### src/rtl/seq_multiplier_if.sv
// Start/busy/done handshake and operand/product bus for seq_multiplier.
interface seq_multiplier_if #(
  parameter int unsigned WIDTH = 16
);
  logic                 start;
  logic                 signed_mode;
  logic [WIDTH-1:0]     a;
  logic [WIDTH-1:0]     b;
  logic                 busy;
  logic                 done;
  logic [2*WIDTH-1:0]   product;

  modport master (
    output start, signed_mode, a, b,
    input  busy, done, product
  );

  modport slave (
    input  start, signed_mode, a, b,
    output busy, done, product
  );
endinterface

### src/rtl/seq_multiplier.sv
// Shift-and-add multiplier: WIDTH x WIDTH -> 2*WIDTH over WIDTH cycles, start/busy/done.
// Define SEQ_MUL_SIGNED_EN to honour signed_mode (sign-magnitude around the unsigned core).
module seq_multiplier #(
  parameter int unsigned WIDTH = 16
) (
  input  logic              clk,
  input  logic              rst_n,
  seq_multiplier_if.slave   bus
);
  localparam int unsigned CW = (WIDTH > 1) ? $clog2(WIDTH) : 1;

  typedef enum logic [1:0] {S_IDLE, S_CALC, S_DONE} state_e;

  state_e               state_q, state_d;
  logic [2*WIDTH-1:0]   acc_q, acc_d;
  logic [WIDTH-1:0]     mcand_q, mcand_d;
  logic [CW-1:0]        cnt_q, cnt_d;
  logic                 neg_q, neg_d;
  logic [2*WIDTH-1:0]   prod_q, prod_d;

  logic [WIDTH:0]       sum;
  logic [2*WIDTH-1:0]   step;
  logic                 last;
  logic [WIDTH-1:0]     a_mag, b_mag;
  logic                 sign_cap;

`ifdef SEQ_MUL_SIGNED_EN
  always_comb begin
    a_mag    = bus.a;
    b_mag    = bus.b;
    sign_cap = 1'b0;
    if (bus.signed_mode) begin
      if (bus.a[WIDTH-1]) a_mag = -bus.a;
      if (bus.b[WIDTH-1]) b_mag = -bus.b;
      sign_cap = bus.a[WIDTH-1] ^ bus.b[WIDTH-1];
    end
  end
`else
  logic unused_signed_mode;
  assign unused_signed_mode = bus.signed_mode;
  assign a_mag    = bus.a;
  assign b_mag    = bus.b;
  assign sign_cap = 1'b0;
`endif

  assign last = (cnt_q == CW'(WIDTH - 1));

  // Upper half holds the running sum, lower half the not-yet-consumed multiplier bits.
  always_comb begin
    sum  = {1'b0, acc_q[2*WIDTH-1:WIDTH]} + (acc_q[0] ? {1'b0, mcand_q} : '0);
    step = {sum, acc_q[WIDTH-1:1]};
  end

  always_ff @(posedge clk or negedge rst_n) begin
    if (!rst_n) state_q <= S_IDLE;
    else        state_q <= state_d;
  end

  always_comb begin
    state_d = state_q;
    case (state_q)
      S_IDLE:  if (bus.start) state_d = S_CALC;
      S_CALC:  if (last) state_d = S_DONE;
      S_DONE:  state_d = S_IDLE;
      default: state_d = S_IDLE;
    endcase
  end

  always_comb begin
    bus.busy = (state_q != S_IDLE);
    bus.done = (state_q == S_DONE);
  end

  always_comb begin
    acc_d   = acc_q;
    mcand_d = mcand_q;
    cnt_d   = cnt_q;
    neg_d   = neg_q;
    prod_d  = prod_q;
    case (state_q)
      S_IDLE: begin
        if (bus.start) begin
          acc_d   = {{WIDTH{1'b0}}, b_mag};
          mcand_d = a_mag;
          cnt_d   = '0;
          neg_d   = sign_cap;
        end
      end
      S_CALC: begin
        acc_d = step;
        cnt_d = cnt_q + CW'(1);
        if (last) prod_d = neg_q ? -step : step;
      end
      default: ;
    endcase
  end

  always_ff @(posedge clk or negedge rst_n) begin
    if (!rst_n) begin
      acc_q   <= '0;
      mcand_q <= '0;
      cnt_q   <= '0;
      neg_q   <= 1'b0;
      prod_q  <= '0;
    end else begin
      acc_q   <= acc_d;
      mcand_q <= mcand_d;
      cnt_q   <= cnt_d;
      neg_q   <= neg_d;
      prod_q  <= prod_d;
    end
  end

  assign bus.product = prod_q;
endmodule

### src/flat_wrapper.sv
// flat-port wrapper written by rule: the top's interface ports become plain ports
module seq_multiplier_flat 
#(
  parameter int unsigned WIDTH = 16
)
  (clk, rst_n, bus_start, bus_signed_mode, bus_a, bus_b, bus_busy, bus_done, bus_product);
  seq_multiplier_if #(.WIDTH(WIDTH)) bus_i ();
  input  logic clk;
  input  logic rst_n;
  input wire logic [$bits(bus_i.start)-1:0] bus_start;
  input wire logic [$bits(bus_i.signed_mode)-1:0] bus_signed_mode;
  input wire logic [$bits(bus_i.a)-1:0] bus_a;
  input wire logic [$bits(bus_i.b)-1:0] bus_b;
  output wire logic [$bits(bus_i.busy)-1:0] bus_busy;
  output wire logic [$bits(bus_i.done)-1:0] bus_done;
  output wire logic [$bits(bus_i.product)-1:0] bus_product;
  assign bus_i.start = bus_start;
  assign bus_i.signed_mode = bus_signed_mode;
  assign bus_i.a = bus_a;
  assign bus_i.b = bus_b;
  assign bus_busy = bus_i.busy;
  assign bus_done = bus_i.done;
  assign bus_product = bus_i.product;
  seq_multiplier #(.WIDTH(WIDTH)) u_core (.clk(clk), .rst_n(rst_n), .bus(bus_i));
endmodule
### config.mk
export PLATFORM = sky130hd
export DESIGN_NAME = seq_multiplier_flat
export DESIGN_NICKNAME = d
export VERILOG_FILES = /design/src/rtl/seq_multiplier_if.sv /design/src/rtl/seq_multiplier.sv /design/src/flat_wrapper.sv
export SDC_FILE = /design/constraint.sdc
export NUM_CORES = 1
export LEC_CHECK = 0
export ABC_AREA = 1
export ABC_CLOCK_PERIOD_IN_PS = 3400
export CAP_MARGIN = 20
export CORE_MARGIN = 2
export CORE_UTILIZATION = 58
export CTS_CLUSTER_SIZE = 28
export DETAILED_ROUTE_END_ITERATION = 6
export HOLD_SLACK_MARGIN = 0.05
export PLACE_DENSITY = 0.91
export SYNTH_ARGS = -nofsm -noshare
export SYNTH_HDL_FRONTEND = slang
export SYNTH_SLANG_ARGS = --single-unit
### constraint.sdc
create_clock -name clk -period 3.4 [get_ports clk]
set_input_delay 0.68 -clock clk [delete_from_list [all_inputs] [get_ports clk]]
set_output_delay 0.68 -clock clk [all_outputs]
set_load 0.01 [all_outputs]
==> impl_results.md <==
- Synth top area cells: dfrtp_1 47%, nand2_1 18%, inv_1 5.9%
- Layout Cells excl Fill: 731
- Crit Path Max Fanout: 17
- Yosys top cell area share: 47.3%
- ANT nets after route: 0
- Final nets: 678
- Max-Cap Viols: 0
- Worst EP required: 3640 ps
- CTS tree: yes
- Max stage delay cell, worst path: dfrtp_1
- Largest net degree at the start of global routing: 87
- Worst setup SP type: register
- Total Wirelength: 10.1 mm
- Fin crit period: 2310 ps
- DRT Pass-1 Iters: 5
- Die area: 8570 um2
- Post-cts resize count: 0
- DRC viols: 0
- GRT Total Usage: 25.0%
- Mapped Nets: 616
- Status: finished clean
- Core Rows: 32
- Cell area after synthesis: 4550 um2
- Endpoints failing setup: 0
- Worst-path clk slew: 90 ps
- Crit-path max cell delay: 580 ps
- CTS Hold Buffers Added: 0
- PortBufs: 68
- P_leak: 0.00289 uW
- Vias in the first global route: 3777
- Chip width: 92.6 um
- Share of post-route cells with drive strength above 1: 8.74%
- Max frequency: 433 MHz
- Area growth, synth to finish: 19.3%
- Most frequent CP cell: nand2_1
- Sink Count: 86
- WP data arrival: 2550 ps
- Post-CTS Setup Bufs: 0
- Leading area contributor after synthesis: dfrtp_1
- Number of synthesized register bits: 86
- Worst slew pin tran: 1110 ps
- # placed instances: 714
- DR iter-0 viols: 258
- Cells after synthesis: 562
- Root buffer selected by CTS: clkbuf_8
- Initial antenna violation count: 0
- Unique masters post-synth: 37
- Top Ports: 70
- Diodes inserted: 0
- Max transition margin: 26.0%
- DR WL/cell: 13.8 um
- Clock latency on the worst-skew pair: 360 ps
- Critical Path End Type: register
- Max VDD drop: 0.000472 V
- CTS Buf Count: 9
- Min-delay worst type: in2async
- Clock Skews: 15.3 ps
- Initial Util: 59.5%
- First-pass GRT wire length: 17.1 mm
- Core ar.: 7650 um2
- P per Cell Area: 945 nW/um2
- DR vias: 3907
- RSZ-0062 raised after global routing: false
- Final period utilization: 67.9%
- Htree depth: 3
- Sequential element share of the synthesized area: 47.3%
- Die Span Y: 92.6 um
- Max Slew Vio Count: 0
- Routability-driven placement congestion ratio: 0.880
- Ys Warns: 0
- Cells along the critical path: nand2_1 > inv_1 > ha_1 > fa_1 > nand2_1 > nand2_1 > nand3b_1 > nand2_1 > nand2_1 > nand3_1 > nand3_1 > nand2_1
- Vias per cell: 5.34
- Hold Vio Cnt, Final: 0
- Grt ovf: 0
- Final TNS setup: 0 ps
- Clk buf depth: 2
- DP HPWL: 7.27 mm
- Worst Setup Path Type: reg2reg
- Syn Area/Cell: 8.10 um2
-- layer usage --
layer	routed length, um	vias to the layer above	GRT usage, %	part of all wire, %
met5	0	-	0	0
met4	188	0	8.33	1.9
met3	625	22	4.80	6.2
met2	4780	147	40.4	47
met1	4490	1856	34.2	45
li1	-	1882	-	-
-- worst paths after layout --
kind / from / slack (ps) / to / depth (start not counted)
hold reg to reg: u_core.bus.product[15] / 480 / u_core.bus.product[15] / 2
setup / recovery: u_core.acc_q[0] / 1090 / u_core.acc_q[29] / 12
min in group clk: u_core.bus.product[15] / 480 / u_core.bus.product[15] / 2
setup reg to reg: u_core.acc_q[0] / 1090 / u_core.acc_q[29] / 12
hold / removal: rst_n / 140 / u_core.bus.product[2] / 1
max in group asynchronous: rst_n / 2660 / u_core.acc_q[31] / 2
-- metrics by stage --
| step | setup WS, ps | instance area, um2 | total power, uW | hold slack, ps | utilization, % |
|---|---|---|---|---|---|
| 2_1_floorplan | 1280 | 4550 | 3570 | 384 | - |
| 3_3_place_gp | 1180 | 5210 | 4250 | 460 | 68.1 |
| 3_5_place_dp | 1120 | 5210 | 4400 | 465 | 68.1 |
| 4_1_cts | 1130 | 5400 | 5120 | 485 | 70.6 |
| 5_1_grt | 910 | 5430 | 5540 | 126 | 71.0 |
| 6_report | 1090 | 5430 | 5130 | 135 | 71.0 |
-- registers in the layout (all words and copies together), names as in the netlist --
name,cells
u_core.acc_q,32
u_core.bus.product,32
u_core.mcand_q,16
u_core.state_q,2
u_core.cnt_q,4
-- Yosys cell counts (all sizes together) --
| master | number |
|---|---|
| dfrtp | 86 |
| clkbuf | 4 |
| ha | 17 |
| nor2 | 14 |
| xnor2 | 1 |
| nand3b | 4 |
| and2 | 1 |
| a21oi | 10 |
| nand2 | 231 |
| fa | 1 |
| a22o | 1 |
| or2 | 5 |
| a22oi | 16 |
| xor2 | 4 |
| nand3 | 30 |
| buf | 15 |
| nor3 | 4 |
| o22ai | 1 |
| o21ai | 39 |
| nand4 | 1 |
| inv | 76 |
| a31oi | 1 |
-- cell usage in the layout, fill, tap and decap left out, drive strengths merged, types with 2 or more instances in the layout --
cell type,n
a22oi,16
nand2,231
o21ai,39
nand3,30
clkinvlp,2
ha,17
a21oi,10
dfrtp,86
inv,77
nor3,4
clkdlybuf4s50,67
buf,3
or2,5
nor2,14
nand3b,4
xor2,4
clkbuf,11
-- final cells by class --
class / count / area, um2
Tap cell: 102 / 128
Clock buffer: 11 / 131
Clock inverter: 5 / 58.8
Timing Repair Buffer: 70 / 713
Sequential cell: 86 / 2150
Multi-Input combinational cell: 381 / 1960
Inverter: 76 / 288
Fill cell: 588 / 2220
-- power breakdown --
part	internal, uW	switching, uW	leakage [uW]	total, uW
Sequential	1510	317	0.00106	1830
Combinational	1070	1520	0.00174	2590
Clock	342	367	0.0000899	708
-- worst max-delay path, delay by kind of cell (launching register included) --
kind                       cells  cell delay (ps)
adders and majority gates      2              630
and+or+nand+nor                9              910
buffers and inverters          1               70
DFF                            1              580
-- logic make-up (layout without fill, tap and decap cells) --
group           count (synthesis)  after routing  share of synthesized area (%)
compound gates                 68             68                           9.98
xor+xnor                        5              5                           1.13
fa+ha+maj                      18             18                           5.11
buf+inv                        95            162                           9.71
flops                          86             86                           47.3
simple gates                  290            290                           26.8
(Power assumes the default switching activity.)
==> edit 1: new RTL, same settings <==
The option `SEQ_MUL_SIGNED_EN` is turned on by a define.
--- a/src/rtl/seq_multiplier.sv
+++ b/src/rtl/seq_multiplier.sv
@@ -1,5 +1,7 @@
 // Shift-and-add multiplier: WIDTH x WIDTH -> 2*WIDTH over WIDTH cycles, start/busy/done.
 // Define SEQ_MUL_SIGNED_EN to honour signed_mode (sign-magnitude around the unsigned core).
+`define SEQ_MUL_SIGNED_EN
+
 module seq_multiplier #(
   parameter int unsigned WIDTH = 16
 ) (
Formal check against the unedited RTL: no difference found for any inputs over 10 cycles, from zero or initial values and one cycle with rst_n low; that may be too few to reach the edited logic, so the function may still have changed.
==> edit 1 against the unedited design <==
  * Count of clock-buffer cells in the layout increased by 1
  * Non-clock buffer count increased by 8
  * Cell area increased by 27%
  * Via count increased by 46%
  * Wire length increased by 42%
  * Sequential cell count increased by 1
  * Synthesized area increased by 28%
  * Sequential share of layout area decreased by 8.0 points
  * Sequential power increased by 3%
  * Power increased by 26%
  * Setup slack got worse by 0.58 ns
  * Die area increased by 27%
  * Global-route usage increased by 2.7 points
  * Largest cell class is now multi-input gates
==> edit 1: results (changes against the unedited design) <==
The flow ran to the end, and the final reports show no timing, DRC or antenna violations. The final-stage net count came out at 958 (+41%). The global placer's final weighted congestion came to 0.9413 (+7.0%). The commonest cells after synthesis are sky130_fd_sc_hd__nand2_1, sky130_fd_sc_hd__inv_1, sky130_fd_sc_hd__dfrtp_1. The via total after detailed routing is 5701 (+46%). The depth of the most critical reg-to-reg path was 16 (+4). The estimated wirelength of the detail-placed design was 11.09 mm (+53%). The global-route wire length before repair came to 24.45 mm (+43%).

The number of fill cells in the layout came to 828 (+41%). The antenna cell count is 0 (unchanged). The largest net degree at the start of global routing is 46 (-47%). The proportion of synthesized chip area in sequential cells was 37.32% (-10 points). The worst hold margin came out at 0.2855 ns (+0.1502 ns). The overall track demand over capacity in global routing was 27.69% (+2.7 points).

The data arrival at the endpoint of the critical path is 3.16 ns (+0.61 ns). The ratio of cells with drive above 1 in the final layout is 4.305% (-4.4 points). The worst clock skew on the final layout is 0.008904 ns (-0.006363 ns). By area the synthesized netlist is led by sky130_fd_sc_hd__dfrtp_1, sky130_fd_sc_hd__nand2_1, sky130_fd_sc_hd__inv_1. The measured slew at the worst slew-check pin came out at 0.5325 ns (-0.5760 ns).

In this run the critical register-to-register path is captured at u_core.bus.product[30]. The number of buffer cells added on primary ports came out at 69 (+1.5%). The register-to-register path setup slack is 0.51 ns (-0.58 ns). The static leakage is 3.494 nW (+21%). The number of nets in the synthesized netlist came to 893 (+45%). The area after detailed placement is 0.006651 mm² (+28%).

The maximum single-stage delay on the critical path came out at 0.55 ns (-0.03 ns).
## edit 1: cell types whose count changed in the layout (fill, tap and decap cells not counted), moves of 17 or more
cell	unedited run	this run
sky130_fd_sc_hd__inv_1	72	101
sky130_fd_sc_hd__nand2_1	223	268
sky130_fd_sc_hd__nand3_1	30	55
sky130_fd_sc_hd__nor2_1	12	65
sky130_fd_sc_hd__xor2_1	3	36
sky130_fd_sc_hd__o21ai_0	20	74
sky130_fd_sc_hd__o21ai_2	18	1
## edit 1: per-layer routing
layer  up-vias  global-route usage, %  wire [µm]
li1       2810                      -          -
met1      2632                  39.94       6554
met2       233                  42.25       6472
met3        26                  5.201       1099
met4         0                  8.687        221
met5         -                      0          0
## edit 1: report_power, final
part           internal [mW]  switching [mW]  leakage [nW]
combinational           1.42            2.35          2.30
sequential              1.51           0.370          1.08
clock                  0.439           0.373         0.111
## edit 1: through the flow
stage | power, mW | std cells | setup slack, ns
2_1_floorplan | 4.387 | 836 | 0.7835
3_3_place_gp | 5.474 | 1023 | 0.6986
3_5_place_dp | 5.591 | 1023 | 0.5563
4_1_cts | 6.425 | 1039 | 0.5442
5_1_grt | 7.021 | 1039 | 0.2122
6_report | 6.467 | 1039 | 0.5136
## edit 1: cells by family (layout without fill, tap and decap cells)
kind of cell | after synthesis | in the layout | synth area share [%]
adders and majority gates | 21 | 21 | 4.633
and+or+nand+nor | 434 | 434 | 31.10
xor gates and xnor gates | 45 | 45 | 6.757
buffers and inverters | 129 | 199 | 8.580
DFF | 87 | 87 | 37.32
AOI/OAI and AO/OA | 120 | 120 | 11.60
## edit 1: layout make-up
class	instances	share of cell area [%]
Clock inverter	4	1.129
Inverter	105	5.734
Timing Repair Buffer	78	10.99
Tap cell	133	2.421
Multi-Input combinational cell	620	45.94
Sequential cell	87	31.67
Clock buffer	12	2.111
==> edit 2: new RTL, same settings <==
Made on the original files. Re-encode `state_e` (3 states) as one-hot, 3 bits wide.
--- a/src/rtl/seq_multiplier.sv
+++ b/src/rtl/seq_multiplier.sv
@@ -9,7 +9,7 @@
 );
   localparam int unsigned CW = (WIDTH > 1) ? $clog2(WIDTH) : 1;
 
-  typedef enum logic [1:0] {S_IDLE, S_CALC, S_DONE} state_e;
+  typedef enum logic [2:0] {S_IDLE = 3'b001, S_CALC = 3'b010, S_DONE = 3'b100} state_e;
 
   state_e               state_q, state_d;
   logic [2*WIDTH-1:0]   acc_q, acc_d;
Check against the original RTL: no difference found for any inputs over 10 cycles, from zero or initial values and one cycle with rst_n low; not proved beyond that.
==> edit 2 against the unedited design <==
  * Wire length is 3.1% higher
  * Synthesized area hardly changed
  * Cell area is 1.0% higher
  * Sequential cell count is 1 higher
  * Via count is 0.59% lower
  * Setup slack worse by 0.12 ns
  * Power is 22% lower
  * Combinational power is 34% lower
  * Critical endpoint is now bus_done
  * Largest cell class unchanged
  * Highest routed layer unchanged
==> edit 2: results (changes against the unedited design) <==
The final core utilization is 71.70% (+0.72 points). The mean instance size in the synthesized netlist is 7.935 µm² (-2.0%). The cell count after placement came out at 724 (+1.4%). The full die area came to 0.008564 mm² (about the same). The static leakage came out at 2.961 nW (+2.3%).

The estimated wirelength of the detail-placed design came out at 7.103 mm (-2.4%). The clock distribution area overhead in the final layout came out at 3.948% (+0.44 points). The post-placement worst setup slack came out at 0.9113 ns (-0.2098 ns). The count of routing violations after the opening detailed-route iteration came to 267 (+3.5%).

The multi-input gate count is 387 (+1.6%). The via count of the first global-routing pass is 3798 (+0.56%). The area after detailed placement was 0.005239 mm² (+0.55%). The post-synthesis sequential element count is 87 (+1.2%). The data arrival at the endpoint of the critical path came out at 1.75 ns (-0.80 ns). In this design, the largest share of critical-path delay is due to buffers and inverters. The run finished with clean final reports. The overall track demand over capacity in global routing came to 26.00% (+1.0 points). The proportion of synthesized chip area in sequential cells is 47.91% (+0.62 points). The number of fill cells in the layout came out at 597 (+1.5%). The distinct cell type count of the synthesized netlist was 31 (-16%).

The routed length per placed instance was 14.05 µm (+1.9%). The worst clock skew on the final layout was 0.01793 ns (+0.002661 ns). The largest net degree at the start of global routing is 88 (+1.1%). The number of buffers other than clock buffers in the final layout is 71 (+1.4%). The slowest stage of the critical path belongs to the cell sky130_fd_sc_hd__clkdlybuf4s50_1. The number of nets in the synthesized netlist is 627 (+1.8%).
[edit 2: cell families after synthesis]
group	Yosys count	synth area share (%)
and+or+nand+nor	306	27.57
buffers and inverters	99	9.273
DFF	87	47.91
AOI/OAI and AO/OA	58	9.164
adders and majority gates	18	5.118
xor gates and xnor gates	5	0.9631
[edit 2: where the power goes]
part,total (mW),internal (mW),switching (mW)
combinational,1.71,0.601,1.11
sequential,1.51,1.32,0.188
clock,0.800,0.415,0.385
[edit 2: final timing paths]
check	endpoint	slack, ns	depth (start not counted)
worst max-delay path	bus_done	0.97	2
worst min-delay path	u_core.bus.product[3]	0.27	1
worst max register to register	u_core.bus.product[23]	1.05	12
worst min register to register	u_core.mcand_q[13]	0.48	2
max in group asynchronous	u_core.bus.product[29]	2.51	2
min in group clk	u_core.mcand_q[13]	0.48	2
[edit 2: per-layer routing]
metal	global-route usage [%]	share of wire, %	vias up
li1	-	-	1920
met1	35.29	45	1832
met2	42.09	48	109
met3	4.150	5.0	23
met4	10.32	2.3	0
met5	0	0	-
